--- src/rtl/hinf_frame_streamer.sv ---
// hinf_frame_streamer
// Serial-to-frame / frame-to-serial front end for the H-infinity filter core.
// The input path collects NUM_CH samples from an RX FIFO into one parallel
// frame; the output path serialises a result frame into a TX FIFO. The two
// paths share no state, so loading frame k+1 overlaps serialising result k.
//
// Optional build macro OUT_SAT_EN: when defined, result elements are
// saturated from signed RES_W to signed DATA_W; otherwise the low DATA_W
// bits are kept.
//
// Input FSM
//   state | meaning
//   IDLE  | waiting for Start
//   LOAD  | popping NUM_CH samples from the RX FIFO (stalls on Rx_Empty)
//   HOLD  | frame presented on frm_data until frm_ready
// Output FSM
//   state | meaning
//   OIDLE | result buffer free, res_ready high
//   SEND  | writing out_buf elements to the TX FIFO (stalls on Tx_Full)
//
// D_Rd, D_Wr and res_ready are forced low while rst is high so that no FIFO
// word or result frame is consumed by a cycle that reset then discards.
module hinf_frame_streamer #(
    parameter int NUM_CH = 8,
    parameter int DATA_W = 64,
    parameter int RES_W  = 64
) (
    input  logic                     clk,
    input  logic                     rst,
    input  logic                     Start,
    input  logic                     Rx_Empty,
    input  logic [DATA_W-1:0]        Xin,
    output logic                     D_Rd,
    output logic                     frm_valid,
    output logic [NUM_CH*DATA_W-1:0] frm_data,
    input  logic                     frm_ready,
    input  logic                     res_valid,
    input  logic [NUM_CH*RES_W-1:0]  res_data,
    output logic                     res_ready,
    input  logic                     Tx_Full,
    output logic                     D_Wr,
    output logic [DATA_W-1:0]        D_out,
    output logic                     Done,
    output logic                     busy
);
    localparam int            CW   = (NUM_CH > 1) ? $clog2(NUM_CH) : 1;
    localparam logic [CW-1:0] LAST = CW'(NUM_CH - 1);

    typedef enum logic [1:0] {IDLE, LOAD, HOLD} in_state_t;
    typedef enum logic       {OIDLE, SEND}      out_state_t;

    in_state_t         in_state_q, in_state_d;
    out_state_t        out_state_q, out_state_d;
    logic [CW-1:0]     wr_idx_q, wr_idx_d;
    logic [CW-1:0]     rd_idx_q, rd_idx_d;
    logic              done_q, done_d;
    logic              res_take;
    logic [DATA_W-1:0] in_buf_q  [NUM_CH];
    logic [DATA_W-1:0] out_buf_q [NUM_CH];
    logic [DATA_W-1:0] res_conv  [NUM_CH];

`ifdef OUT_SAT_EN
    localparam logic [DATA_W-1:0] SAT_MAX = {1'b0, {(DATA_W-1){1'b1}}};
    localparam logic [DATA_W-1:0] SAT_MIN = {1'b1, {(DATA_W-1){1'b0}}};
`endif

    // Per-element result narrowing and input frame packing.
    for (genvar g = 0; g < NUM_CH; g++) begin : g_elem
        assign frm_data[g*DATA_W +: DATA_W] = in_buf_q[g];
`ifdef OUT_SAT_EN
        // In range exactly when every bit from the DATA_W sign position up agrees.
        logic [RES_W-DATA_W:0] top;
        assign top = res_data[g*RES_W+DATA_W-1 +: RES_W-DATA_W+1];
        assign res_conv[g] = ((&top) || !(|top)) ? res_data[g*RES_W +: DATA_W]
                                                 : (top[RES_W-DATA_W] ? SAT_MIN : SAT_MAX);
`else
        assign res_conv[g] = res_data[g*RES_W +: DATA_W];
        if (RES_W > DATA_W) begin : g_drop
            logic unused_hi;
            assign unused_hi = ^res_data[g*RES_W+DATA_W +: RES_W-DATA_W];
        end
`endif
    end

    // Input FSM: next state, RX pop and write index.
    always_comb begin
        in_state_d = in_state_q;
        wr_idx_d   = wr_idx_q;
        D_Rd       = 1'b0;
        case (in_state_q)
            IDLE: if (Start) in_state_d = LOAD;
            LOAD: begin
                D_Rd = !Rx_Empty && !rst;
                if (D_Rd) begin
                    if (wr_idx_q == LAST) begin
                        wr_idx_d   = '0;
                        in_state_d = HOLD;
                    end else begin
                        wr_idx_d = wr_idx_q + CW'(1);
                    end
                end
            end
            HOLD: if (frm_ready) in_state_d = IDLE;
            default: in_state_d = IDLE;
        endcase
    end

    // Output FSM: next state, result capture, TX push and end-of-frame pulse.
    always_comb begin
        out_state_d = out_state_q;
        rd_idx_d    = rd_idx_q;
        res_ready   = 1'b0;
        res_take    = 1'b0;
        D_Wr        = 1'b0;
        done_d      = 1'b0;
        case (out_state_q)
            OIDLE: begin
                res_ready = !rst;
                res_take  = res_valid && res_ready;
                if (res_take) out_state_d = SEND;
            end
            SEND: begin
                D_Wr = !Tx_Full && !rst;
                if (D_Wr) begin
                    if (rd_idx_q == LAST) begin
                        rd_idx_d    = '0;
                        out_state_d = OIDLE;
                        done_d      = 1'b1;
                    end else begin
                        rd_idx_d = rd_idx_q + CW'(1);
                    end
                end
            end
            default: out_state_d = OIDLE;
        endcase
    end

    // State, index and Done registers.
    always_ff @(posedge clk) begin
        if (rst) begin
            in_state_q  <= IDLE;
            out_state_q <= OIDLE;
            wr_idx_q    <= '0;
            rd_idx_q    <= '0;
            done_q      <= 1'b0;
        end else begin
            in_state_q  <= in_state_d;
            out_state_q <= out_state_d;
            wr_idx_q    <= wr_idx_d;
            rd_idx_q    <= rd_idx_d;
            done_q      <= done_d;
        end
    end

    // Frame buffers: samples land one per pop, results are captured whole.
    always_ff @(posedge clk) begin
        if (rst) begin
            for (int i = 0; i < NUM_CH; i++) begin
                in_buf_q[i]  <= '0;
                out_buf_q[i] <= '0;
            end
        end else begin
            if (D_Rd) in_buf_q[wr_idx_q] <= Xin;
            if (res_take) begin
                for (int i = 0; i < NUM_CH; i++) out_buf_q[i] <= res_conv[i];
            end
        end
    end

    assign frm_valid = (in_state_q == HOLD);
    assign D_out     = out_buf_q[rd_idx_q];
    assign Done      = done_q;
    assign busy      = (in_state_q != IDLE) || (out_state_q != OIDLE);

endmodule

--- config.mk ---
export PLATFORM = sky130hd
export DESIGN_NAME = hinf_frame_streamer
export DESIGN_NICKNAME = d
export VERILOG_FILES = /design/src/rtl/hinf_frame_streamer.sv
export SDC_FILE = /design/constraint.sdc
export NUM_CORES = 1
export LEC_CHECK = 0
export BUFFER_PORTS_ARGS = -buffer_cell sky130_fd_sc_hd__buf_2
export CAP_MARGIN = 30
export CORE_AREA = 2 2 454 456
export DETAILED_ROUTE_END_ITERATION = 10
export DIE_AREA = 0 0 456 458
export PLACE_DENSITY = 0.42
export SYNTH_ARGS = -nofsm -noshare
export SYNTH_HDL_FRONTEND = slang
export SYNTH_SLANG_ARGS = --single-unit
--- constraint.sdc ---
create_clock -name clk -period 18.7 [get_ports clk]
set_clock_uncertainty 0.2 [all_clocks]
set_input_delay 2.805 -clock clk [delete_from_list [all_inputs] [get_ports clk]]
set_output_delay 2.805 -clock clk [all_outputs]
set_load 0.05 [all_outputs]
Yosys cells after proc, flatten, opt, wreduce, memory -nomap -nowiden. Memories as Yosys holds them, arrays and structs flattened. A register that Yosys moved wholly into a read port is not among the register bits. Index checks and enable logic that the tools add are counted.

Shift-type cells: 0. Reduce and logical (&&, ||, !) cells: 14. Muxes and demuxes: 37. Divide/modulo/power cells: 0. Bitwise gates (word level): 10. Eq/ne operators: 8. Magnitude comparators: 0. $add $sub $neg: 2. Multiply operators: 0.

Operator list (number): $mux 64 (9); $reduce_or 64->1 (1); $mux 1 (17); $mux 3 (5); $mux 2 (4); $or 1x1->1 (8); $add 3x1->3 const B (2); $eq 3x3->1 const B (2); $ne 2x2->1 const B (3); $pmux 2 s3 (1); $reduce_and 2->1 (2); $reduce_and 4->1 (1); $logic_and 1x1->1 (3); $logic_not 1->1 (3); $reduce_or 3->1 (1); $eq 2x1->1 const B (1); $eq 2x2->1 const B (1); $logic_not 2->1 (1); $ne 2x1->1 const B (1); $not 1->1 (2); $pmux 1 s2 (1); $reduce_bool 2->1 (1); $logic_or 1x1->1 (1).

Input bits: 583. Bits in writable memories: 1024. Logic and storage cells: 78. ROM bits: 0. Register bits after elaboration: 10. Output and inout port bits: 582. Memories: 2. Latch bits: 0.

Memory list: in_buf_q (words 8, width 64, rd ports 8, clocked after Yosys merged registers in 0, write ports 8, line 58) `logic [DATA_W-1:0] in_buf_q [NUM_CH];`; out_buf_q (words 8, width 64, rd ports 1, clocked after Yosys merged registers in 1, write ports 8, line 59) `logic [DATA_W-1:0] out_buf_q [NUM_CH];`.

Depth between registers and ports, before layout.
Depth in word-level cells: 8. Depth in mapped cells: 6. Mapped depth without buffers: 5.

Worst setup path after synthesis. OpenSTA, ideal clock, no wires.

Kind: input to register. From: input rst. To: memory out_buf_q[0][0], enable pin. Arrival: 14314 ps. Required time: 17622 ps. Setup slack: 3308 ps. Buffers on the path: 2. Cell stages on the path: 4. Library setup time: 878 ps. Cell sequence: nor2_1 clkbuf_1 clkbuf_1 a21o_1.

RTL lines: from (decl) (line 29) `input logic rst,`; to (decl) (line 59).

==> metrics.cfg <==
[logic_synthesis]
yosys.area.top_type=edfxtp_1
syn-cell-area_sq_mm=0.0423
ys_seq_area_share_pct=73.3
ys_types=32
synthesis.nets=3092
synth.avg_cell_area_sq_um=16.9
synth.area.top_cells=edfxtp_1, and2_1, mux4_2, and3_1, nor2b_1
netlist_instances=2505
synth_top_area_share_pct=72.7
ys.warnings.count=0
ys_seq_elements=1037

[cts]
ctsResizeCount=0
clockBufferDepth=3
clockRootBuffer=clkbuf_16
path_clk_slew_ns=0.06
clock_sinks=1037
ctsHoldBuffers=0
htreeDepth=3
postCtsSetupRepairBufs=0
cts_tree=done
clkLatencyLatePin_ns=0.75
cts_buffers=119

[hold_path]
holdPathStages=1
hold_class=flip-flop to flip-flop

[timing]
relSlewSlack_pct=28.9
setup_violations=0
hold_violations=0
setup_tns_ns=0
rsz0062_at_grt=no
whs_ns=0.273
fmax_ghz=0.126
finalCritPeriodShare_pct=42.3
worst_pin_slew_ns=1.07
period_needed_ns=7.92
fin_ws_ns=10.78
slew_violations=0

[placement]
place_ws_ns=11.32
portBuffers=1164
gp_congestion=0.828
dp_hpwl_um=117000

[global_routing]
grt_use_met3_pct=5.93
grt_max_degree=194
grt_pass1_wl_um=224000
gr-max-usage-layer=met2
grt_pass1_vias=27100
grt_remaining_overflow=0
antenna_found_initial=88
met2_usage_pct=25.5
grtUsageTotal_pct=15.2
met1_usage_pct=17.5

[floorplanning]
rows=166
io_pins=1165
die_x_um=456
die_y_um=458
core_sq_mm=0.204
dieArea_sq_mm=0.209
floorplan.initialDensity_pct=20.8

[power_and_ir_drop]
p_total_mw=5.55
seq_power_share_pct=49.2
leakage_nw=22.9
clkPwrFrac_pct=39.9
vdd_ir_drop_max_mv=0.0760
p_int_mw=4.10
combPwrFrac_pct=10.9
power_density_mw_per_mm2=101
swShare_pct=26.2
p_sw_mw=1.45

[run_status]
outcome=finished clean

[critical_path]
cp_max_fo=36
ff2ff_path_depth=5
crit_arrival_ns=4.91
cp_common_cell=buf_4
worstPathRequired_ns=15.69
start_kind=flip-flop
slowest_delay_ns=0.81
critPathTopFamily=buffers and inverters
crit_cells=6
crit_chain=buf_4 -> buf_4 -> buf_4 -> mux4_2 -> mux2_2 -> buf_2
critPathBufInv=4
endpoint_kind=output port
path_class=flip-flop to output port
cp_slowest_cell=dfxtp_4

[detailed_routing]
avgRoutedWirePerCell_um=25.6
wirelength_um=165000
via_count=26700
drt_iter0_drc=1895
drc_errors=0
dr.pass1.iters=5
via_per_inst=4.14
ant_nets=0

[flow_run]
drv_cap=0

[layout]
final_common_cell=buf_2
final_cell_mix=buf_2, edfxtp_1, and2_1
drive_gt1_share_pct=42.1
filler_cell_count=21000
nets=4225
fin_util_pct=26.9
synthToLayoutAreaGrowth_pct=29.6

[worst register-to-register path, cell delays in order, from the launching register on]
cell and delay, ns:
dfxtp_1 0.32, or4b_4 0.70, nor3_4 0.75, buf_4 0.56
or2_4 0.51, buf_4 0.61
[power by group through the flow]
stage | combinational, mW | clock [mW] | sequential (mW)
final | 0.602 | 2.22 | 2.73
after global routing | 0.636 | 2.37 | 2.74
after CTS | 0.613 | 2.29 | 2.73
after detailed placement | 0.612 | 0 | 2.78
after global placement | 0.610 | 0 | 2.78
after floorplan | 0.224 | 0 | 2.94
[per-layer routing]
metal,routed length [um],share of wire [%],vias to the layer above
met5,319,0.19,-
met2,81900,50,1108
met4,5010,3.0,40
met3,14400,8.7,295
met1,63700,39,13600
li1,-,-,11700
[state kept, by name (all words and copies together) (netlist names), named ones only]
name         flops
rd_idx_q         3
Done             1
out_buf_q      512
out_state_q      1
in_state_q       2
wr_idx_q         3
in_buf_q       512
[path summary, 6_finish.rpt]
path / start / endpoint / slack, ns
worst max-delay path: flip-flop / D_out[12] / 10.78
worst min-delay path: in_state_q[1] / in_state_q[0] / 0.27
worst max register to register: in_state_q[1] / in_buf_q[2][47] / 14.58
worst min register to register: in_state_q[1] / in_state_q[0] / 0.27
[metrics by stage]
step	std cells	cell area, sq um
2_1_floorplan	2505	42300
3_3_place_gp	6202	51100
3_5_place_dp	6204	51100
4_1_cts	6409	54700
5_1_grt	6435	54800
6_report	6456	54800
[synth_stat cells, drive strengths merged]
cell    count
buf        46
nor3        7
mux4      128
nor2        5
inv         4
nor3b       1
nand2b      4
o21ai       2
mux2       64
or4b        1
nand2       9
a21o        1
a22o        1
or2         8
edfxtp   1024
dfxtp      13
ha          4
o22ai       1
and3      384
a311oi      1
or3         2
a22oi       1
and2      513
nand3b      2
a21oi       1
nor2b     129
clkbuf    147
nor4        2
[cell type report]
| type | instances | area [sq um] | share of cell area [%] |
|---|---|---|---|
| Antenna cell | 46 | 115 | 0.210 |
| Clock buffer | 153 | 3210 | 5.86 |
| Clock inverter | 52 | 378 | 0.689 |
| Inverter | 4 | 15.0 | 0.0274 |
| Multi-Input combinational cell | 1271 | 10500 | 19.1 |
| Sequential cell | 1037 | 31000 | 56.6 |
| Tap cell | 2688 | 3360 | 6.14 |
| Timing Repair Buffer | 1205 | 6230 | 11.4 |
[cells by family (layout without fill, tap and decap cells)]
kind of cell / after synthesis / after routing / synth area share [%]
DFF: 1037 / 1037 / 73.3
buffers and inverters: 197 / 1414 / 2.12
adders and majority gates: 4 / 4 / 0.118
and+or+nand+nor: 1067 / 1067 / 15.8
other: 0 / 46 / 0
muxes: 192 / 192 / 8.52
AOI/OAI and AO/OA: 8 / 8 / 0.127
Note: power is estimated with default switching activity, not from simulation.
